--- config.mk ---
export PLATFORM = sky130hd
export DESIGN_NAME = pipe_skid_reg
export DESIGN_NICKNAME = d
export VERILOG_FILES = /design/src/rtl/pipe_skid_reg.sv
export SDC_FILE = /design/constraint.sdc
export NUM_CORES = 1
export LEC_CHECK = 0
export CORE_AREA = 3 3 169 171
export DETAILED_ROUTE_END_ITERATION = 6
export DIE_AREA = 0 0 172 174
export GPL_TIMING_DRIVEN = 0
export PLACE_DENSITY = 0.73
export SETUP_SLACK_MARGIN = 0.15
export SLEW_MARGIN = 10
export SYNTH_ARGS = -nofsm -noshare
export SYNTH_HDL_FRONTEND = slang
export SYNTH_SLANG_ARGS = --single-unit
--- constraint.sdc ---
create_clock -name clk -period 8.2 [get_ports clk]
set_input_delay 1.64 -clock clk [delete_from_list [all_inputs] [get_ports clk]]
set_output_delay 1.64 -clock clk [all_outputs]
set_load 0.05 [all_outputs]
--- src/rtl/pipe_skid_reg.sv ---
// pipe_skid_reg: one pipeline stage with valid/ready handshakes on both sides.
// A two-entry skid buffer (main + skid) lets the stage accept one more entry
// while downstream stalls, so in_ready is a plain register output and no
// in-flight entry is ever dropped. A synchronous flush discards everything
// held plus any same-cycle incoming entry.
//
// Optional feature macro: PIPE_STATS_EN (adds stall_cnt / flush_cnt counters
// and the CNT_W parameter).
//
// Ports:
//   clk        in   rising-edge clock
//   clr        in   asynchronous active-high reset
//   flush      in   synchronous bubble request (highest priority)
//   in_valid   in   upstream entry valid
//   in_ready   out  stage can accept an entry this cycle (registered)
//   in_ctrl    in   upstream control vector [CTRL_W]
//   in_data    in   upstream data payload [DATA_W]
//   out_valid  out  main entry valid (registered)
//   out_ready  in   downstream accepts the entry this cycle
//   out_ctrl   out  main control, forced to 0 while out_valid=0
//   out_data   out  main data, holds last value while invalid (registered)
//   stall_cnt  out  saturating stall-cycle count   (PIPE_STATS_EN only)
//   flush_cnt  out  saturating effective-flush count (PIPE_STATS_EN only)

module pipe_skid_reg #(
  parameter int unsigned CTRL_W = 8,
  parameter int unsigned DATA_W = 111
`ifdef PIPE_STATS_EN
  ,
  parameter int unsigned CNT_W  = 16
`endif
) (
  input  logic              clk,
  input  logic              clr,
  input  logic              flush,
  input  logic              in_valid,
  output logic              in_ready,
  input  logic [CTRL_W-1:0] in_ctrl,
  input  logic [DATA_W-1:0] in_data,
  output logic              out_valid,
  input  logic              out_ready,
  output logic [CTRL_W-1:0] out_ctrl,
  output logic [DATA_W-1:0] out_data
`ifdef PIPE_STATS_EN
  ,
  output logic [CNT_W-1:0]  stall_cnt,
  output logic [CNT_W-1:0]  flush_cnt
`endif
);

  typedef enum logic [1:0] {
    ST_EMPTY = 2'd0,
    ST_ONE   = 2'd1,
    ST_FULL  = 2'd2
  } state_t;

  state_t              r_state;
  state_t              w_state_nxt;
  logic                r_in_ready;
  logic                r_out_valid;
  logic [CTRL_W-1:0]   r_main_ctrl;
  logic [DATA_W-1:0]   r_main_data;
  logic [CTRL_W-1:0]   r_skid_ctrl;
  logic [DATA_W-1:0]   r_skid_data;

  logic                w_accept;
  logic                w_consume;
  logic                w_load_main_in;
  logic                w_load_main_skid;
  logic                w_load_skid;

  assign w_accept  = in_valid & r_in_ready;
  assign w_consume = r_out_valid & out_ready;

  // Next-state and register-load decode.
  always_comb begin
    w_state_nxt      = r_state;
    w_load_main_in   = 1'b0;
    w_load_main_skid = 1'b0;
    w_load_skid      = 1'b0;
    unique case (r_state)
      ST_EMPTY: begin
        if (w_accept) begin
          w_state_nxt    = ST_ONE;
          w_load_main_in = 1'b1;
        end
      end
      ST_ONE: begin
        if (w_accept && w_consume) begin
          w_load_main_in = 1'b1;
        end else if (w_accept) begin
          w_state_nxt = ST_FULL;
          w_load_skid = 1'b1;
        end else if (w_consume) begin
          w_state_nxt = ST_EMPTY;
        end
      end
      ST_FULL: begin
        if (w_consume) begin
          w_state_nxt      = ST_ONE;
          w_load_main_skid = 1'b1;
        end
      end
      default: begin
        w_state_nxt = ST_EMPTY;
      end
    endcase
    // Flush overrides everything; main data is left untouched so out_data holds.
    if (flush) begin
      w_state_nxt      = ST_EMPTY;
      w_load_main_in   = 1'b0;
      w_load_main_skid = 1'b0;
      w_load_skid      = 1'b0;
    end
  end

  // State plus handshake flags, registered from the next state.
  always_ff @(posedge clk or posedge clr) begin
    if (clr) begin
      r_state     <= ST_EMPTY;
      r_in_ready  <= 1'b1;
      r_out_valid <= 1'b0;
    end else begin
      r_state     <= w_state_nxt;
      r_in_ready  <= (w_state_nxt != ST_FULL);
      r_out_valid <= (w_state_nxt != ST_EMPTY);
    end
  end

  // Main and skid payload registers.
  always_ff @(posedge clk or posedge clr) begin
    if (clr) begin
      r_main_ctrl <= '0;
      r_main_data <= '0;
      r_skid_ctrl <= '0;
      r_skid_data <= '0;
    end else begin
      if (w_load_main_in) begin
        r_main_ctrl <= in_ctrl;
        r_main_data <= in_data;
      end else if (w_load_main_skid) begin
        r_main_ctrl <= r_skid_ctrl;
        r_main_data <= r_skid_data;
      end
      if (w_load_skid) begin
        r_skid_ctrl <= in_ctrl;
        r_skid_data <= in_data;
      end
    end
  end

  assign in_ready  = r_in_ready;
  assign out_valid = r_out_valid;
  assign out_data  = r_main_data;
  // Control is bubbled to zero whenever the entry is not valid.
  assign out_ctrl  = r_main_ctrl & {CTRL_W{r_out_valid}};

`ifdef PIPE_STATS_EN
  logic [CNT_W-1:0] r_stall_cnt;
  logic [CNT_W-1:0] r_flush_cnt;
  logic             w_stall_evt;
  logic             w_flush_evt;

  assign w_stall_evt = r_out_valid & ~out_ready;
  // A flush only counts when it actually discards something.
  assign w_flush_evt = flush & ((r_state != ST_EMPTY) | in_valid);

  // Saturating statistics counters; flush does not clear them.
  always_ff @(posedge clk or posedge clr) begin
    if (clr) begin
      r_stall_cnt <= '0;
      r_flush_cnt <= '0;
    end else begin
      if (w_stall_evt && (r_stall_cnt != '1)) begin
        r_stall_cnt <= r_stall_cnt + CNT_W'(1);
      end
      if (w_flush_evt && (r_flush_cnt != '1)) begin
        r_flush_cnt <= r_flush_cnt + CNT_W'(1);
      end
    end
  end

  assign stall_cnt = r_stall_cnt;
  assign flush_cnt = r_flush_cnt;
`endif

endmodule

# ---- After elaboration in Yosys (flattened, before gate mapping)
# Cells that the tools add are included.
dict set report op_classes {
  add_sub_neg 0
  mul 0
  div_mod_pow 0
  n_lt_le_gt_ge 0
  eq_ne 3
  shift 0
  mux 21
  bitwise 3
  n_reduce_logical 4
}
# op n
set op_table {}
lappend op_table {{two-way mux 111 bit} 2}
lappend op_table {{two-way mux 8 bit} 2}
lappend op_table {{two-way mux 2 bit} 6}
lappend op_table {{two-way mux 1 bit} 9}
lappend op_table {{bitwise AND 8 bit} 1}
lappend op_table {{case mux 2 bit (3 select lines)} 1}
lappend op_table {{nonzero test 2 bit} 2}
lappend op_table {{bitwise AND 1 bit} 2}
lappend op_table {{equality test 2 x 1 -> 1 bit, second input constant} 1}
lappend op_table {{equality test 2 bit, second input constant} 1}
lappend op_table {{logical NOT 2 bit} 1}
lappend op_table {{!= test 2 bit, second input constant} 1}
lappend op_table {{case mux 1 bit (2 select lines)} 1}
lappend op_table {{logical AND 1 bit} 1}
dict set report totals {
  reg_bits 242
  latchBits 0
  mem_bits_rw 0
  rom_bits 0
  inputBits 124
  out_inout_bits 121
  wordCells 38
  n_memories 0
}

# ---- Longest topological paths before layout
# Gate-level depths: netlist of the first run.
dict set report depth {
  ltp_word 7
  mapped_depth 6
  depth_no_buf 3
}

# ---- Least setup slack after synthesis of the first run
# OpenSTA, ideal clock, no wires.
dict set report synth_path {
  path_type {register to output}
  startpoint {reg r_out_valid, in the netlist out_valid}
  endpoint {out out_ctrl[0]}
  arrival_ns 1.372
  required_time_ns 6.560
  setup_slack_ns 5.188
  stages_incl_launch_ff 3
  n_path_buf 1
  path_cell_list {dfrtp_1 > clkbuf_1 > and2_1}
}
dict set report synth_between {
  elab_chain_cells 1
}
# element line_no
set synth_rtl {}
lappend synth_rtl {{start, declared} 60} ;# logic r_out_valid;
lappend synth_rtl {{start signal, assigned} 126} ;# r_out_valid <= (w_state_nxt != ST_EMPTY);
lappend synth_rtl {{bitwise AND 8 bit} 156} ;# assign out_ctrl = r_main_ctrl & {CTRL_W{r_out_valid}};
lappend synth_rtl {{end, declared} 42} ;# output logic [CTRL_W-1:0] out_ctrl,
# No other way between the ends.

# ---- Worst setup path after layout of the first run
dict set report layout_path {
  startpoint {reg r_out_valid, in the netlist out_valid}
  endpoint {out out_ctrl[7]}
}
# The elaborated chain is that of the path after synthesis.

==> results of run 1 <==
cells by family (layout without fill, tap and decap cells):
| group | count (synthesis) | in the layout | synth area share [%] |
|---|---|---|---|
| buf+inv | 108 | 406 | 4.851 |
| flops | 242 | 242 | 53.26 |
| mux | 119 | 119 | 15.41 |
| compound gates | 245 | 245 | 12.26 |
| simple gates | 257 | 257 | 14.22 |
| other cells | 0 | 1 | 0 |
placed cells by master, fill, tap and decap left out, types with 2 or more instances in the layout:
master,count
buf_6,12
and2_1,8
mux2_4,110
nand3b_1,119
o21ai_0,118
a21oi_1,3
nor3_1,119
clkbuf_1,55
buf_1,4
buf_2,38
nand2_1,4
buf_4,2
clkbuf_8,8
a31oi_1,119
dfrtp_1,241
mux2_2,9
clkbuf_16,27
clkinv_2,4
buf_12,7
clkdlybuf4s50_1,243
bufinv_16,3
nand2b_1,2
nand4b_1,2
registers in the layout, summed over array words and instances (netlist names):
name         count
r_main_ctrl      8
r_skid_ctrl      8
r_skid_data    111
out_data       111
out_valid        1
r_state          2
in_ready         1
worst max path at each step:
stage / from / endpoint / slack (ns) / cells after the start
3_5_place_dp: out_ready / out_data[59]$_DFFE_PP0P_ / 4.56 / 6
2_1_floorplan: clr / out_data[0]$_DFFE_PP0P_ / 3.39 / 1
3_3_place_gp: clr / out_data[96]$_DFFE_PP0P_ / 1.55 / 2
4_1_cts: out_valid$_DFF_PP0_ / out_ctrl[7] / 4.19 / 3
5_1_grt: out_valid$_DFF_PP0_ / out_ctrl[7] / 4.09 / 3
6_report: out_valid$_DFF_PP0_ / out_ctrl[7] / 4.23 / 3
report_power, final:
group | leakage (nW) | internal [mW] | switching (mW)
Clock | 0.455 | 0.768 | 0.484
Combinational | 3.07 | 0.692 | 0.871
Sequential | 2.80 | 1.57 | 0.220
Total | 6.33 | 3.03 | 1.57
layout make-up:
cell class | instances | area, sq um
plain buffers | 106 | 544.3
clock inverters | 7 | 110.1
flip-flops and latches | 242 | 6057
fillers | 2237 | 11730
repair buffers | 250 | 2572
clock buffers | 41 | 808.3
inverters | 2 | 11.26
well taps | 341 | 426.7
multi-input cells | 621 | 4765
diodes | 1 | 2.502
routing by layer:
metal,part of all wire (%),vias up,GRT usage (%)
met5,0.038,-,0
met4,2.5,2,6.287
met3,6.5,58,4.116
met2,47,365,35.91
met1,44,4668,31.60
li1,-,4168,-
stage by stage:
stage                     utilization [%]  hold WS, ns  power (mW)  setup slack [ns]
after floorplan                         -       0.4795       2.809             3.385
final                               56.60       0.5080       4.604             4.231
after global routing                56.60       0.5230       4.797             4.091
after detailed placement            53.19       0.4936       3.354             4.557
after global placement              52.68       0.4872       3.313             1.553
after CTS                           56.59       0.5073       4.626             4.186
worst max-delay path, stage by stage (launching register included):
cell and delay (ns):
dfrtp_1 0.41, clkbuf_1 0.37, and2_1 0.22, clkdlybuf4s50_1 0.81
==> metrics.md, run 1 <==
| Metric | Value |
|---|---|
| Status | `finished clean` |
| Setup TNS | `0 ns` |
| Die W | `172 um` |
| Die Height | `174 um` |
| Post-DRT Antenna Nets | `0` |
| Post-CTS setup buffers | `0` |
| Min-Delay Endpoint | `r_skid_data[80]$_DFFE_PP0P_` |
| Worst setup EP type | `output port` |
| Clock slew at reported path FFs | `0.06 ns` |
| Most instantiated cells after synthesis | `dfrtp_1, a31oi_1, nand3b_1, nor3_1, o21ai_0` |
| Synth area leader | `dfrtp_1` |
| Clock Tree Root | `clkbuf_16` |
| CTS sink count | `242` |
| Die area | `29930 sq um` |
| Peak supply drop | `0.1733 mV` |
| Class of the worst hold path | `reg2reg` |
| First-pass GRT wire length | `54190 um` |
| Ys Warns | `0` |
| Unrepaired setup endpoints after global routing | `false` |
| DP Area | `14380 sq um` |
| Final Slew Violations | `0` |
| Pwr Density | `300.9 nW/um^2` |
| Worst reg2reg setup slack | `6.29 ns` |
| Max-cap viol count | `0` |
| GR Util All Layers | `22.52%` |
| Io pins | `245` |
| Max clock buf depth | `3` |
| Min Clock Period, post-route | `3.969 ns` |
| Crit Reg-Reg Endpoint | `out_data[49]$_DFFE_PP0P_` |
| 1st-iter DRT viols | `686` |
| Vias/cell | `5.749` |
| CP startpoint kind | `register` |
| Distinct cells, synth | `28` |
| Final hold vios | `0` |
| Post-synth EDFFs | `0` |
| CTS tree | `yes` |
| Critical path peak fanout | `10` |
| Worst path required time | `6.56 ns` |
| Post-Layout Cell Count | `1611` |
| P_leak | `6.328 nW` |
| Vias in the first global route | `9620` |
| Hold-fix buffers at CTS | `0` |
| Final HPWL DP | `22990 um` |
| Core area | `27030 sq um` |
| Row count | `60` |
| Number of remaining DRC errors | `0` |
| Placed insts | `1562` |
| Yosys top cell area share | `53.03%` |
| Pin count of the biggest net entering global routing | `40` |
| Layout area overhead | `34.50%` |
| Slew HR | `39.79%` |
| Fin crit share | `48.40%` |
| Seq/Total Area, Yosys | `53.26%` |
| Grt ovf | `0` |
| Yosys reg bits | `242` |
| Reg-to-Reg Start | `r_state[1]$_DFF_PP0_` |
| Clock Latency Late Sink | `0.53 ns` |
| WL per Instance | `21.42 um` |
| Hold Path Cell Cnt | `1` |
| Drt total wl | `34510 um` |
| Ranking of synthesized cells by area | `dfrtp_1, mux2_4, nand3b_1` |
| Initial Utilization | `42.08%` |
| Worst Max-Slew Pin Slew | `0.9032 ns` |
| Crit path kind | `reg2out` |
| Async SR Flop Fraction | `100.0%` |
| Clock H-tree levels | `1` |
| Finished Cell Area | `15300 sq um` |
| Syn Area/Cell | `11.71 sq um` |
| Fmax | `251.9 MHz` |
| Routability cong. | `0.8376` |
| Final #Nets | `1374` |
| Post-synthesis instance total | `971` |
| Via Count | `9261` |
| Initial antenna violation count | `2` |
| Worst Reg-to-Reg Cells | `5` |
| Synthesized Nets | `1095` |
| Post-Syn Area | `11370 sq um` |
| Hold path startpoint | `r_skid_data[80]$_DFFE_PP0P_` |
| Final setup fails | `0` |
| Worst Skew | `0.01413 ns` |
| Detailed Routing Iterations Pass 1 | `5` |
| Top-count cell post-synth | `dfrtp_1` |
| Port buffer count | `243` |
| Share of cells above drive strength 1 | `17.65%` |
| Arrival time of the worst setup path | `2.33 ns` |
| Gates resized, CTS repair | `0` |
| TritonCTS buffer count | `27` |
| Post-synth top flop | `dfrtp_1` |
(Power assumes the default switching activity.)
==> inputs of run 2 (changes only) <==
- PLACE_DENSITY: 0.73 -> 0.7
- clock period: 8.2 -> 4.1 ns (I/O delays scaled with it)
==> run 2 against run 1 <==
- clock power rose by 110%
- routed wire length about the same
- total power up 100%
- final cell count is 0.19% higher
- hold slack got worse by 0.00067 ns
- cell area grew 0.25%
- register-to-register slack worse by 4.1 ns
- largest power group unchanged
==> metrics.md, run 2 (synthesis results as in run 1) <==
| Metric | Value |
|---|---|
| Fin crit share | `77.51%` |
| Fmax | `314.7 MHz` |
| Final hold vios | `0` |
| Sw power | `3.151 mW` |
| Detailed Routing Iterations Pass 1 | `4` |
| Via Count | `9232` |
| Post-Layout Cell Count | `1614` |
| Gates resized, CTS repair | `0` |
| Die Height | `174 um` |
| Row count | `60` |
| First-pass GRT wire length | `55120 um` |
| Die area | `29930 sq um` |
| CTS sink count | `242` |
| Final setup fails | `0` |
| Fraction of power spent switching nets | `33.92%` |
| Clock network power share | `27.9%` |
| Worst Reg-to-Reg Cells | `5` |
| Comb power frac | `33.6%` |
| Max clock buf depth | `3` |
| Placed insts | `1562` |
| Clock Latency Late Sink | `0.52 ns` |
| Port buffer count | `243` |
| TritonCTS buffer count | `27` |
| Vias in the first global route | `9747` |
| Die W | `172 um` |
| Reg-to-Reg Start | `r_state[1]$_DFF_PP0_` |
| Pwr Density | `605.8 nW/um^2` |
| Final HPWL DP | `23190 um` |
| Share of power burned in registers | `38.5%` |
| Clock slew at reported path FFs | `0.06 ns` |
| Critical path peak fanout | `10` |
| Pin count of the biggest net entering global routing | `38` |
| Post-DRT Antenna Nets | `0` |
| Worst Max-Slew Pin Slew | `0.7150 ns` |
| Finished Cell Area | `15340 sq um` |
| Hold-fix buffers at CTS | `0` |
| Worst Skew | `0.01136 ns` |
| Core area | `27030 sq um` |
| Unrepaired setup endpoints after global routing | `false` |
| Final Slew Violations | `0` |
| Fill cells | `2252` |
| GR Util All Layers | `22.79%` |
| Slew HR | `52.33%` |
| Hold path startpoint | `r_skid_data[87]$_DFFE_PP0P_` |
| 1st-iter DRT viols | `629` |
| Initial Utilization | `42.08%` |
| Vias/cell | `5.720` |
| Hold Path Cell Cnt | `1` |
| WL per Instance | `21.40 um` |
| CP startpoint kind | `register` |
| Status | `finished clean` |
| Initial antenna violation count | `6` |
| Crit path from | `out_valid$_DFF_PP0_` |
| Grt ovf | `0` |
| Worst path required time | `3.28 ns` |
| Worst setup EP type | `output port` |
| Drt total wl | `34540 um` |
| Peak supply drop | `0.3588 mV` |
| Routability cong. | `0.8228` |
| CTS tree | `yes` |
| Min Clock Period, post-route | `3.178 ns` |
| Most frequent cells in the layout | `clkdlybuf4s50_1, dfrtp_1, nand3b_1, nor3_1, a31oi_1` |
| Max-cap viol count | `0` |
| Clock Tree Root | `clkbuf_16` |
| DP Area | `14380 sq um` |
| Final #Nets | `1374` |
| Share of cells above drive strength 1 | `17.64%` |
| Arrival time of the worst setup path | `2.36 ns` |
| Class of the worst hold path | `reg2reg` |
| Crit path kind | `reg2out` |
| Number of remaining DRC errors | `0` |
| Layout area overhead | `34.84%` |
| P_leak | `6.342 nW` |
| Post-CTS setup buffers | `0` |
| Io pins | `245` |
| Most common cell after layout, fill and taps aside | `clkdlybuf4s50_1` |
| Total internal power | `6.140 mW` |
| Clock H-tree levels | `1` |
==> run 2: metrics by stage <==
stage	hold slack [ns]	setup WS [ns]	setup TNS, ns	total power, mW	util [%]
finish	0.5073	0.9220	0	9.291	56.75
global route	0.5130	0.8044	0	9.701	56.75
CTS	0.5072	0.8897	0	9.353	56.72
detailed placement	0.4928	1.359	0	6.713	53.19
global placement	0.4874	-1.769	-423.78	6.632	52.68
floorplan	0.4795	0.1050	0	5.619	-
==> run 2: final timing paths <==
check                                         endpoint  slack (ns)
setup reg to reg              out_data[84]$_DFFE_PP0P_        2.21
min in group asynchronous     out_data[54]$_DFFE_PP0P_        0.65
max in group asynchronous           in_ready$_DFF_PP1_        2.33
setup / recovery                           out_ctrl[7]        0.92
hold / removal             r_skid_data[87]$_DFFE_PP0P_        0.51
hold reg to reg            r_skid_data[87]$_DFFE_PP0P_        0.51
==> run 2: worst max-delay path, stage by stage (launching register included) <==
cell and delay, ns:
dfrtp_1 0.45, clkbuf_1 0.35, and2_1 0.22, clkdlybuf4s50_1 0.81
==> run 2: power groups by stage <==
stage          Combinational (mW)  Sequential [mW]  Clock [mW]
3_3_place_gp                 3.07             3.57           0
4_1_cts                      3.14             3.57        2.64
6_report                     3.12             3.58        2.59
2_1_floorplan                1.18             4.44           0
3_5_place_dp                 3.13             3.59           0
5_1_grt                      3.30             3.66        2.74
==> run 2: per-layer routing <==
layer / global-route usage, % / vias up / share of wire, %
met1: 31.57 / 4653 / 44
met4: 5.988 / 6 / 2.0
li1: - / 4173 / -
met5: 0 / - / 0.12
met3: 5.254 / 50 / 7.4
met2: 36.19 / 350 / 47
==> run 2: final cells by class <==
cell class              count  area [sq um]  share of cell area (%)
flip-flops and latches    242          6057                   39.50
multi-input cells         621          4765                   31.07
repair buffers            250          2572                   16.77
clock buffers              39         770.7                   5.026
plain buffers             106         544.3                   3.549
well taps                 341         426.7                   2.782
clock inverters            10         181.4                   1.183
inverters                   2         11.26                 0.07343
diodes                      3         7.507                 0.04895
